## src/rtl/led_bank_arbiter.sv

```systemverilog
// Three-requester LED bank arbiter with time-sliced ownership and a one-cycle gap between owners.
// Define LED_ARB_RR_EN for round-robin winner selection; fixed priority (index 0 highest) otherwise.
module led_bank_arbiter #(
  parameter int unsigned SLICE        = 75_000_000,
  parameter logic [15:0] IDLE_PATTERN = 16'h0000
) (
  input  logic        clk,
  input  logic        rst_n,
  input  logic [2:0]  req,
  input  logic [15:0] pat0,
  input  logic [15:0] pat1,
  input  logic [15:0] pat2,
  output logic [2:0]  gnt,
  output logic [15:0] led,
  output logic        busy
);

  typedef enum logic [1:0] {IDLE, OWN, SWITCH} state_e;

  localparam logic [31:0] LAST_CNT = 32'(SLICE - 1);

  state_e      state_q, state_d;
  logic [2:0]  gnt_q, gnt_d;
  logic [15:0] led_q, led_d;
  logic [31:0] cnt_q, cnt_d;
  logic [1:0]  owner_q, owner_d;

  logic [2:0]  owner_oh;
  logic [2:0]  others;
  logic [2:0]  cand;
  logic [1:0]  winner;
  logic [15:0] pat_sel;

  assign owner_oh = 3'b001 << owner_q;
  assign others   = req & ~owner_oh;

  // Outside SWITCH the previous owner competes normally; inside it yields only to someone else.
  always_comb begin
    // NOTE: every combinational output gets a default first so no path can infer a latch.
    cand = req;
    if (state_q == SWITCH && others != 3'b000) cand = others;
  end

`ifdef LED_ARB_RR_EN
  always_comb begin
    int idx;
    winner = owner_q;
    // Scan from furthest to nearest after the last owner so the nearest requester wins.
    for (int k = 3; k >= 1; k--) begin
      idx = int'(owner_q) + k;
      if (idx >= 3) idx = idx - 3;
      if (cand[idx]) winner = idx[1:0];
    end
  end
`else
  always_comb begin
    winner = 2'd2;
    if (cand[1]) winner = 2'd1;
    if (cand[0]) winner = 2'd0;
  end
`endif

  always_comb begin
    pat_sel = pat2;
    case (owner_q)
      2'd0:    pat_sel = pat0;
      2'd1:    pat_sel = pat1;
      default: pat_sel = pat2;
    endcase
  end

  always_comb begin
    state_d = state_q;
    gnt_d   = gnt_q;
    led_d   = led_q;
    cnt_d   = cnt_q;
    owner_d = owner_q;
    case (state_q)
      IDLE: begin
        if (req != 3'b000) begin
          state_d = OWN;
          gnt_d   = 3'b001 << winner;
          owner_d = winner;
          cnt_d   = '0;
        end
      end
      OWN: begin
        led_d = pat_sel;
        if (!req[owner_q]) begin
          state_d = IDLE;
          gnt_d   = 3'b000;
          led_d   = IDLE_PATTERN;
          cnt_d   = '0;
        end else if (cnt_q == LAST_CNT) begin
          if (others != 3'b000) begin
            state_d = SWITCH;
            gnt_d   = 3'b000;
            cnt_d   = '0;
          end
        end else begin
          cnt_d = cnt_q + 32'd1;
        end
      end
      SWITCH: begin
        if (req != 3'b000) begin
          state_d = OWN;
          gnt_d   = 3'b001 << winner;
          owner_d = winner;
          cnt_d   = '0;
        end else begin
          state_d = IDLE;
          led_d   = IDLE_PATTERN;
        end
      end
      default: begin
        state_d = IDLE;
        gnt_d   = 3'b000;
        led_d   = IDLE_PATTERN;
        cnt_d   = '0;
      end
    endcase
  end

  always_ff @(posedge clk or negedge rst_n) begin
    if (!rst_n) begin
      state_q <= IDLE;
      gnt_q   <= 3'b000;
      led_q   <= IDLE_PATTERN;
      cnt_q   <= '0;
      owner_q <= 2'd2;
    end else begin
      // NOTE: sequential state uses non-blocking assignments so all registers update together.
      state_q <= state_d;
      gnt_q   <= gnt_d;
      led_q   <= led_d;
      cnt_q   <= cnt_d;
      owner_q <= owner_d;
    end
  end

  assign gnt  = gnt_q;
  assign led  = led_q;
  assign busy = (state_q != IDLE);

endmodule

```

## config.mk

```make
export PLATFORM = sky130hd
export DESIGN_NAME = led_bank_arbiter
export DESIGN_NICKNAME = d
export VERILOG_FILES = /design/src/rtl/led_bank_arbiter.sv
export SDC_FILE = /design/constraint.sdc
export NUM_CORES = 1
export LEC_CHECK = 0
export ABC_CLOCK_PERIOD_IN_PS = 4900
export CAP_MARGIN = 20
export CORE_MARGIN = 10
export CORE_UTILIZATION = 40
export DETAILED_ROUTE_END_ITERATION = 8
export GPL_ROUTABILITY_DRIVEN = 0
export GPL_TIMING_DRIVEN = 0
export PLACE_DENSITY = 0.66
export SLEW_MARGIN = 20
export SYNTH_ARGS = -nofsm -noshare
export SYNTH_HDL_FRONTEND = slang
export SYNTH_SLANG_ARGS = --single-unit
```

## constraint.sdc

```tcl
create_clock -name clk -period 4.9 [get_ports clk]
set_input_delay 0.98 -clock clk [delete_from_list [all_inputs] [get_ports clk]]
set_output_delay 0.98 -clock clk [all_outputs]
set_load 0.05 [all_outputs]
```

==> results.ini <==
[detailed_routing]
drtAntennaViolNets = 0
vias_per_cell = 5.500
drc = 0
wl_per_cell_um = 16.49
first_iter_violations = 122
drt_first_pass_iters = 4
wl_um = 9072
num_vias = 3025

[final_layout]
n_fill_cell = 757
nets = 501
seqCellArea_sq_mm = 0.001378
area_growth_pct = 29.44
layout-drive-gt1-share_pct = 8.259
post-route-cell-area_sq_mm = 0.004230
multi_input_area_sq_mm = 0.001762
n_antenna_cell = 0

[sta]
worstMarginPinSlew_ns = 1.085
drv_slew = 0
finalWorstSetupSlack_ns = 1.824
hold_violations = 0
fin_crit_sh_pct = 62.77
skew_ns = 0.003446
finalCriticalPeriod_ns = 3.076
rsz0062_at_grt = no
setup_viol = 0
slew_headroom_pct = 27.03
timing.fmax_mhz = 325.1
fin_setup_tns_ns = 0

[synthesis]
yosysTopAreaCellShare_pct = 41.35
synth-async-reset-ratio_pct = 100.0
synth_warnings = 0
seq_area_frac_synth_pct = 42.15
synth.most_common_cell = dfrtp_1
ys_ff_latch = 55
synthTopCellsByArea = dfrtp_1 41%, mux2i_1 6.7%, nor2_1 5.4%
synth_area_sq_mm = 0.003268
synth_ff_type = dfrtp_1
synth-edff-count = 0
synth_common_cells = 54 x dfrtp_1, 47 x nor2_1, 44 x nand2_1
synth_top_area_cell = dfrtp_1
avgSynthCellArea_sq_um = 8.881
yosys.cell_types.count = 56
syn_inst = 368
synth_nets = 422

[grt]
antenna_found_initial = 0
grt_pass1_wl_um = 14720
grt_pass1_vias = 2960
grt_max_degree = 56
grt_usage_pct = 14.86
gr-total-overflow = 0

[clock_tree]
cts_root_buffer = clkbuf_8
clockBufferDepth = 2
numCtsBuffers = 5
clock-sinks = 55
insertion_delay_ns = 0.31
cts_tree = built
cts.htree.levels = 2
cts-resized-gates = 0
cts_setup_buffers = 0
hold_buffers = 0
clk_pin_slew_ns = 0.10

[place]
numPortBuffers = 72
place_area_sq_mm = 0.004114
hpwl_um = 6958
preCtsSetupSlack_ns = 1.467

[floorplanning]
ios = 73
fp-row-count = 32
dieArea_sq_mm = 0.01219
core_area_sq_mm = 0.007848
die_h_um = 110.4
start_util_pct = 41.65
die_w_um = 110.4

[setup_path]
end_kind = flop
worst-path-max-fanout = 10
start_kind = input port
cp.required_ns = 5.16
path_class = in2reg
crit_arrival_ns = 3.33

[pwr]
cellPowerDensity_mw_per_mm2 = 415.5
vdd_drop_max_uv = 187.1
p_leak_uw = 0.001715

[job]
cap_viol_max_count = 0

[worst_hold_path]
min_path_type = reg2reg

[run_status]
status = finished clean

cell usage in the layout (no fill, tap or decap), drive strengths merged, types with 5 or more instances in the layout:
cell and instances:
clkdlybuf4s50 71, dfrtp 54, nor2 48, nand2 44, a21oi 23, mux2i 22, nand3 20, o21ai 20
nand4 14, xnor2 13, nor4 13, clkbuf 13, nor3 12, buf 12, inv 8, and3 7
xor2 5
stage by stage:
stage	utilization [%]	total power, uW	std cells	hold WS [ns]
finish	53.91	1758	550	0.4934
global route	53.91	1882	550	0.5189
floorplan	-	1162	368	0.5008
detailed placement	52.42	1466	542	0.4719
global placement	52.46	1454	542	0.4640
CTS	53.91	1783	550	0.4972
area by class of cell:
type | count | share of cell area (%)
plain buffers | 19 | 2.425
multi-input cells | 287 | 41.64
repair buffers | 72 | 16.98
well taps | 102 | 3.017
clock inverters | 3 | 1.124
flip-flops and latches | 55 | 32.56
inverters | 7 | 0.6211
clock buffers | 5 | 1.627
critical path, cell delays in order:
cell	delay, ns
clkdlybuf4s50_1	0.57
nor3_1	0.46
a211o_1	0.21
nor4_1	0.08
a21oi_1	0.51
buf_4	0.30
o311ai_0	0.14
nand2_1	0.08
report_power, final:
group | switching (uW) | leakage [uW] | total [uW] | internal, uW
clock | 158 | 0.0000587 | 314 | 155
sequential | 42.5 | 0.000745 | 569 | 526
combinational | 565 | 0.000911 | 875 | 310
metal layers:
metal	GRT usage [%]	vias to the layer above	part of all wire, %
li1	-	1470	-
met1	20.09	1440	48
met2	23.27	105	43
met3	3.250	10	7.3
met4	4.404	0	1.4
met5	0	-	0
sequential cells by signal, summed over array words and instances (netlist names):
name,count
cnt_q,32
gnt,3
led,16
owner_q,2
state_q,2
path summary, 6_finish.rpt:
kind | start | slack, ns | depth (start not counted) | endpoint
setup / recovery | req[1] | 1.82 | 8 | cnt_q[26]
hold / removal | led[9] | 0.49 | 2 | led[9]
setup reg to reg | cnt_q[6] | 2.52 | 7 | cnt_q[17]
hold reg to reg | led[9] | 0.49 | 2 | led[9]
max in group asynchronous | rst_n | 3.74 | 1 | cnt_q[11]
min in group asynchronous | rst_n | 0.71 | 1 | led[12]
kinds of logic (layout without fill, tap and decap cells):
logic type                 Yosys count  in the layout  share of synthesized area [%]
and+or+nand+nor                    184            184                          29.67
AOI/OAI and AO/OA                   61             61                          11.95
DFF                                 55             55                          42.15
buffers and inverters               26            106                          3.943
muxes                               23             23                          7.083
xor gates and xnor gates            18             18                          4.824
adders and majority gates            1              1                         0.3828
Power figures use the tool's default switching activity.
